<file path="config.mk">
export PLATFORM = sky130hd
export DESIGN_NAME = bit_serial_add_ctrl
export DESIGN_NICKNAME = d
export VERILOG_FILES = /design/src/rtl/bit_serial_pkg.sv /design/src/rtl/bit_serial_add_ctrl_fa.sv /design/src/rtl/bit_serial_add_ctrl.sv
export SDC_FILE = /design/constraint.sdc
export NUM_CORES = 1
export LEC_CHECK = 0
export CAP_MARGIN = 40
export CORE_MARGIN = 2
export CORE_UTILIZATION = 54
export CTS_CLUSTER_SIZE = 10
export DETAILED_ROUTE_END_ITERATION = 16
export PLACE_DENSITY_LB_ADDON = 0.12
export SYNTH_ARGS = -nofsm -noshare
export SYNTH_HDL_FRONTEND = slang
export SYNTH_SLANG_ARGS = --single-unit
</file>
<file path="constraint.sdc">
create_clock -name QCK -period 3.7 [get_ports QCK]
set_input_delay 0.925 -clock QCK [delete_from_list [all_inputs] [get_ports QCK]]
set_output_delay 0.925 -clock QCK [all_outputs]
set_load 0.02 [all_outputs]
</file>
<file path="src/rtl/bit_serial_pkg.sv">
// Shared types for the bit-serial add controller.
// Holds the FSM state encoding and the supported width limit.
package bit_serial_pkg;

    typedef enum logic [1:0] {
        IDLE,
        RUN,
        DONE
    } state_e;

    localparam int MAX_WIDTH = 64;

endpackage

</file>
<file path="src/rtl/bit_serial_add_ctrl_fa.sv">
// Single full-adder logic cell, reused every cycle by the serial adder.
// Purely combinational: A, B, CI in; S, CO out.
module full_adder (
    input  logic i_a,
    input  logic i_b,
    input  logic i_ci,
    output logic o_s,
    output logic o_co
);

    assign o_s  = i_a ^ i_b ^ i_ci;
    assign o_co = (i_a & i_b) | (i_ci & (i_a ^ i_b));

endmodule

</file>
<file path="src/rtl/bit_serial_add_ctrl.sv">
// Bit-serial adder: one full-adder cell walked LSB first over WIDTH bits.
// Optional subtract mode (sub_in, ovf) under macro BIT_SERIAL_SUB_EN.
module bit_serial_add_ctrl
    import bit_serial_pkg::*;
#(
    parameter int WIDTH = 16
) (
    input  logic             QCK,
    input  logic             QRT,
    input  logic             in_valid,
    output logic             in_ready,
    input  logic [WIDTH-1:0] a_in,
    input  logic [WIDTH-1:0] b_in,
    input  logic             ci_in,
    output logic             out_valid,
    input  logic             out_ready,
    output logic [WIDTH-1:0] sum,
    output logic             co_out,
    output logic             busy
`ifdef BIT_SERIAL_SUB_EN
    ,
    input  logic             sub_in,
    output logic             ovf
`endif
);

    localparam int CNT_W = (WIDTH > 1) ? $clog2(WIDTH) : 1;
    localparam logic [CNT_W-1:0] LAST = CNT_W'(WIDTH - 1);

    state_e           r_state;
    logic [WIDTH-1:0] r_a;
    logic [WIDTH-1:0] r_b;
    logic [WIDTH-1:0] r_sum;
    logic [CNT_W-1:0] r_cnt;
    logic             r_carry;
    logic             r_co;
    logic             r_in_ready;
    logic             r_out_valid;
    logic             r_busy;
    logic             w_s;
    logic             w_co;
    logic [WIDTH-1:0] w_b_eff;
    logic             w_ci_eff;

`ifdef BIT_SERIAL_SUB_EN
    logic             r_ovf;

    // Subtract is A + ~B + 1, folded into the operand latch
    assign w_b_eff  = sub_in ? ~b_in : b_in;
    assign w_ci_eff = sub_in ? 1'b1 : ci_in;
    assign ovf      = r_ovf;
`else
    assign w_b_eff  = b_in;
    assign w_ci_eff = ci_in;
`endif

    full_adder u_fa (
        .i_a  (r_a[0]),
        .i_b  (r_b[0]),
        .i_ci (r_carry),
        .o_s  (w_s),
        .o_co (w_co)
    );

    // FSM, bit counter, operand/result shift registers and carry loop
    always_ff @(posedge QCK or posedge QRT) begin
        if (QRT) begin
            r_state     <= IDLE;
            r_a         <= '0;
            r_b         <= '0;
            r_sum       <= '0;
            r_cnt       <= '0;
            r_carry     <= 1'b0;
            r_co        <= 1'b0;
            r_in_ready  <= 1'b1;
            r_out_valid <= 1'b0;
            r_busy      <= 1'b0;
`ifdef BIT_SERIAL_SUB_EN
            r_ovf       <= 1'b0;
`endif
        end else begin
            unique case (r_state)
                IDLE: begin
                    if (in_valid && r_in_ready) begin
                        r_a        <= a_in;
                        r_b        <= w_b_eff;
                        r_carry    <= w_ci_eff;
                        r_cnt      <= '0;
                        r_in_ready <= 1'b0;
                        r_busy     <= 1'b1;
                        r_state    <= RUN;
                    end
                end
                RUN: begin
                    r_a     <= r_a >> 1;
                    r_b     <= r_b >> 1;
                    r_sum   <= {w_s, r_sum[WIDTH-1:1]};
                    r_carry <= w_co;
                    if (r_cnt == LAST) begin
                        r_co        <= w_co;
                        r_out_valid <= 1'b1;
                        r_busy      <= 1'b0;
                        r_state     <= DONE;
`ifdef BIT_SERIAL_SUB_EN
                        r_ovf       <= r_carry ^ w_co;
`endif
                    end else begin
                        r_cnt <= r_cnt + CNT_W'(1);
                    end
                end
                DONE: begin
                    if (out_ready) begin
                        r_out_valid <= 1'b0;
                        r_in_ready  <= 1'b1;
                        r_state     <= IDLE;
                    end
                end
                default: begin
                    r_state <= IDLE;
                end
            endcase
        end
    end

    assign in_ready  = r_in_ready;
    assign out_valid = r_out_valid;
    assign sum       = r_sum;
    assign co_out    = r_co;
    assign busy      = r_busy;

endmodule

</file>
After elaboration in Yosys (flattened, before gate mapping)

Cells that the tools add are included.

Input bits: 37
Register bits: 59
Logic and storage cells: 57
Output and inout bits: 20

Equal/unequal tests: 7
Reduce and logical (&&, ||, !) cells: 12
Multiplexer cells: 22
$add $sub $neg: 1
Bitwise operators: 5

Operators with widths:

| operator              | number |
|---|---|
| $pmux W16 S2          | 2 |
| $mux W16              | 2 |
| $reduce_and A3 Y1     | 5 |
| $mux W4               | 2 |
| $ne A2 B2 Y1 const B  | 4 |
| $pmux W1 S2           | 4 |
| $pmux W4 S2           | 1 |
| $mux W1               | 7 |
| $mux W2               | 3 |
| $pmux W2 S3           | 1 |
| $reduce_bool A2 Y1    | 3 |
| $add A4 B1 Y4 const B | 1 |
| $eq A4 B4 Y1 const B  | 1 |
| $reduce_and A2 Y1     | 2 |
| $and A1 B1 Y1         | 2 |
| $eq A2 B1 Y1 const B  | 1 |
| $eq A2 B2 Y1 const B  | 1 |
| $logic_not A2 Y1      | 1 |
| $xor A1 B1 Y1         | 2 |
| $logic_and A1 B1 Y1   | 1 |
| $or A1 B1 Y1          | 1 |

Logic depth before layout (Yosys ltp)

Depth after elaboration: 4
Depth in mapped cells: 7
Depth with buffers taken out: 4

Cells and area by module

From an unflattened synthesis, not the netlist that was laid out.

Cell total of the unflattened synthesis: 256
Area total of the unflattened synthesis: 2718.9 um2

By module, submodules not included:

| module              | instances | seq. area each (um2) | area each (um2) | cells each |
|---|---|---|---|---|
| bit_serial_add_ctrl | 1         | 1477.7               | 2698.8          | 255 |
| full_adder          | 1         | 0.0                  | 20.0            | 1 |

Worst setup path after synthesis

Ideal clock, no wire load.

Path type: input to register
Start point: input in_valid
End point: register r_a[0]
Required time: 3575 ps
Stages on the path: 5
Path buffers: 2
Setup time: 125 ps
Arrival: 1622 ps
Slack: 1953 ps
Cells stage by stage: a21oi_1 -> or2_1 -> buf_2 -> buf_6 -> o21ai_1

Word-level cells in the longest chain between the ends: 3

Ends and longest elaborated chain:

| what                        | line                      | RTL |
|---|---|---|
| from (decl)                 | bit_serial_add_ctrl.sv:10 | `input logic in_valid,` |
| $logic_and A1 B1 Y1         | bit_serial_add_ctrl.sv:84 | `if (in_valid && r_in_ready) begin` |
| $ne A2 B2 Y1 (no line)      | -                         |  |
| $reduce_and A2 Y1 (no line) | -                         |  |
| to (signal assigned)        | bit_serial_add_ctrl.sv:85 | `r_a <= a_in;` |
| to (signal assigned)        | bit_serial_add_ctrl.sv:95 | `r_a <= r_a >> 1;` |
| to (decl)                   | bit_serial_add_ctrl.sv:31 | `logic [WIDTH-1:0] r_a;` |

No other way between the ends.
A chain may end at the register's enable or synchronous reset.

Worst setup path after layout

Start point: register r_in_ready (netlist: in_ready)
End point: output in_ready

RTL lines:

| what                   | line                       | RTL |
|---|---|---|
| from (decl)            | bit_serial_add_ctrl.sv:37  | `logic r_in_ready;` |
| from (signal assigned) | bit_serial_add_ctrl.sv:75  | `r_in_ready <= 1'b1;` |
| from (signal assigned) | bit_serial_add_ctrl.sv:89  | `r_in_ready <= 1'b0;` |
| from (signal assigned) | bit_serial_add_ctrl.sv:114 | `r_in_ready <= 1'b1;` |
| to (decl)              | bit_serial_add_ctrl.sv:11  | `output logic in_ready,` |

No word-level cell between the ends.

==> results by group <==
Worst setup path
  – FF-to-FF path depth: 4
  – WP depth: 1
  – Crit-path cells: clkdlybuf4s50_1
  – Critical Path AT: 1.50 ns
  – Crit-path slowest cell: clkdlybuf4s50_1
  – Critical path type: reg -> out
  – Critical path's largest stage delay: 0.61 ns
  – Register-to-Register Setup Slack: 2.00 ns
  – WP data required: 2.77 ns
  – Worst Path Buf+Inv: 1
  – Setup crit start kind: register
  – Worst-path fanout max: 5
  – Crit path max-delay family: buffers and inverters
  – Endpoint class of the critical path: output pin

Yosys
  – Cell taking the most area after synthesis: dfrtp_1
  – Top cell type's share of synthesized area: 0.540
  – Yosys cell types: 27
  – Top cells by area, synth: dfrtp_1 54%, mux2i_1 12%, nand2_1 6.8%, o21ai_0 6.1%, o21ai_1 5.8%
  – Number of flops mapped to enable cells by yosys: 0
  – Register area share after synthesis: 0.549
  – Ys Warns: 0
  – Main flop type after synthesis: dfrtp_1
  – Syn_nets: 295
  – Number of synthesized register bits: 59
  – Cells after synthesis: 256
  – Avg Cell Area, Syn: 10.5 um2
  – Ys async rst share: 1.00
  – Synthesized area: 0.00269 mm2

Timing
  – FMAX: 0.412 GHz
  – Final worst-path setup slack: 1.27 ns
  – Fin. Hold Viols: 0
  – Max-slew headroom: 0.506
  – Skew final: 0.00424 ns
  – Slew @ Worst Pin: 0.740 ns
  – Final count of negative-setup-slack endpoints: 0
  – Pins Over Slew Limit: 0
  – Tmin final: 2.43 ns
  – Hold_ws: 0.472 ns
  – Period utilization: 0.656
  – Setup TNS: 0 ns
  – RSZ-0062 raised after global routing: no

Flow run
  – Maxcap violations: 0

Power and ir drop
  – Seq pwr share: 0.522
  – Comb pwr share: 0.053
  – Pwr/cell area: 360 mW/mm2
  – Clock power share: 0.425
  – Switch Pwr: 0.000258 W
  – Leakage power: 1.78 nW
  – Peak VDD IR: 301 uV
  – Pint: 0.000978 W
  – Net Sw Frac: 0.209

Route
  – Pre-antenna DRT Iters: 4
  – Via density: 5.34
  – Via count: 2044
  – Initial drt markers: 196
  – DR DRC count: 0
  – Final ANT Viol Nets: 0
  – Aggregate routed wire length: 5340 um
  – Routed WL per cell: 13.9 um

Layout
  – Syn-to-layout area delta: 27.6%
  – Fillers: 395
  – Most frequent cells in the layout: 58 x dfrtp_1, 56 x clkdlybuf4s50_1, 49 x nand2_1, 33 x o21ai_0, 32 x mux2i_1
  – Share of layout cells above drive strength 1: 0.0981
  – Post-Route Utilization: 0.722
  – Layout net count: 351
  – Design area: 0.00343 mm2
  – Commonest non-fill, non-tap cell in the layout: dfrtp_1
  – N_diodes: 0

Global routing
  – First-pass GRT wire length: 8980 um
  – Vias in the first global route: 1931
  – Largest net degree at the start of global routing: 38
  – Antenna violations before repair: 0
  – Global route overflow: 0
  – GRT Resource Usage Total: 0.216

Clocking
  – Root buf cell: clkbuf_8
  – CTS max path bufs: 2
  – Clock slew seen by the registers of the worst setup and hold paths: 0.06 ns
  – Cts hold-fix bufs: 0
  – CTS sink cnt: 59
  – CTS tree: built
  – CTS H-Tree Depth: 3
  – Clk_lat worst skew: 0.33 ns
  – Clock buffer count from CTS: 9
  – Resize count post-CTS: 0
  – Post-CTS setup buffers: 0

Floorplanning
  – IO Pins: 57
  – Die W: 74.6 um
  – Die ar.: 0.00556 mm2
  – Starting Density: 0.566
  – Row count: 25
  – Core area: 0.00475 mm2
  – Die height: 74.6 um

Outcome
  – Run status: completed

Worst hold path
  – Hold path depth: 2
  – Worst Hold Class: reg -> reg

Placed design
  – DP Wirelength: 3570 um
  – Area after DPL: 0.00325 mm2
  – Number of I/O port buffers: 56
  – RD Place Congestion: 0.776
  – Setup WS pre-CTS: 1.10 ns
[metal layers]
| metal | vias to the layer above | share of wire | global-route usage |
|---|---|---|---|
| met1 | 996 | 0.46 | 0.318 |
| met5 | - | 0 | 0 |
| met2 | 62 | 0.48 | 0.313 |
| li1 | 984 | - | - |
| met3 | 2 | 0.053 | 0.0650 |
| met4 | 0 | 0.0047 | 0.0655 |
[synth_stat cells, types with 2 or more instances]
library cell and number:
a21o_1 2, a21oi_1 3, a22o_1 2, buf_2 2, buf_4 2, buf_6 7, buf_8 2, clkbuf_1 6
dfrtp_1 58, inv_1 4, mux2_2 2, mux2i_1 32, nand2_1 49, nand2b_1 3, nand3_1 2, nor2_1 4
nor2b_1 2, o21ai_0 33, o21ai_1 31, o22ai_1 2, xnor2_1 2
[flip-flops by register name, indices dropped and copies added, names as in the netlist]
register / count
r_carry: 1
r_cnt: 4
r_b: 16
busy: 1
co_out: 1
r_a: 16
out_valid: 1
sum: 16
in_ready: 1
r_state: 2
[worst paths after layout]
path                       startpoint       end
min in group asynchronous         QRT    r_b[4]
max                          in_ready  in_ready
max in group asynchronous         QRT    sum[2]
max reg2reg                r_state[1]   r_carry
min                            sum[0]    sum[0]
min reg2reg                    sum[0]    sum[0]
[through the flow]
step	power, W	std cells
after floorplan	0.000677	256
after global placement	0.000722	367
after detailed placement	0.000723	368
after CTS	0.00125	383
after global routing	0.00129	383
final	0.00124	383
[cells by family (layout without fill, tap and decap cells)]
kind of cell / Yosys count / count (layout) / share of synthesized area
AND/OR/NAND/NOR: 62 / 62 / 0.0963
AO/OA/AOI/OAI: 74 / 74 / 0.145
multiplexers: 34 / 34 / 0.127
XOR/XNOR: 2 / 2 / 0.00651
flip-flops: 59 / 59 / 0.549
buffers and inverters: 23 / 83 / 0.0637
adder cells (fa/ha/maj): 2 / 2 / 0.0121
[power groups by stage]
stage	Combinational, W	Clock (W)	Sequential [W]
2_1_floorplan	0.0000198	0	0.000657
3_5_place_dp	0.0000665	0	0.000657
6_report	0.0000651	0.000525	0.000645
5_1_grt	0.0000727	0.000568	0.000645
4_1_cts	0.0000667	0.000535	0.000645
3_3_place_gp	0.0000655	0	0.000657
[cell type report]
class / instances / area (um2) / share of cell area
Multi-Input combinational cell: 174 / 1050 / 0.306
Tap cell: 67 / 83.8 / 0.0244
Inverter: 4 / 15.0 / 0.00437
Timing Repair Buffer: 64 / 628 / 0.183
Clock inverter: 2 / 10.0 / 0.00292
Sequential cell: 59 / 1480 / 0.430
Clock buffer: 13 / 169 / 0.0492
Power figures use the tool's default switching activity.
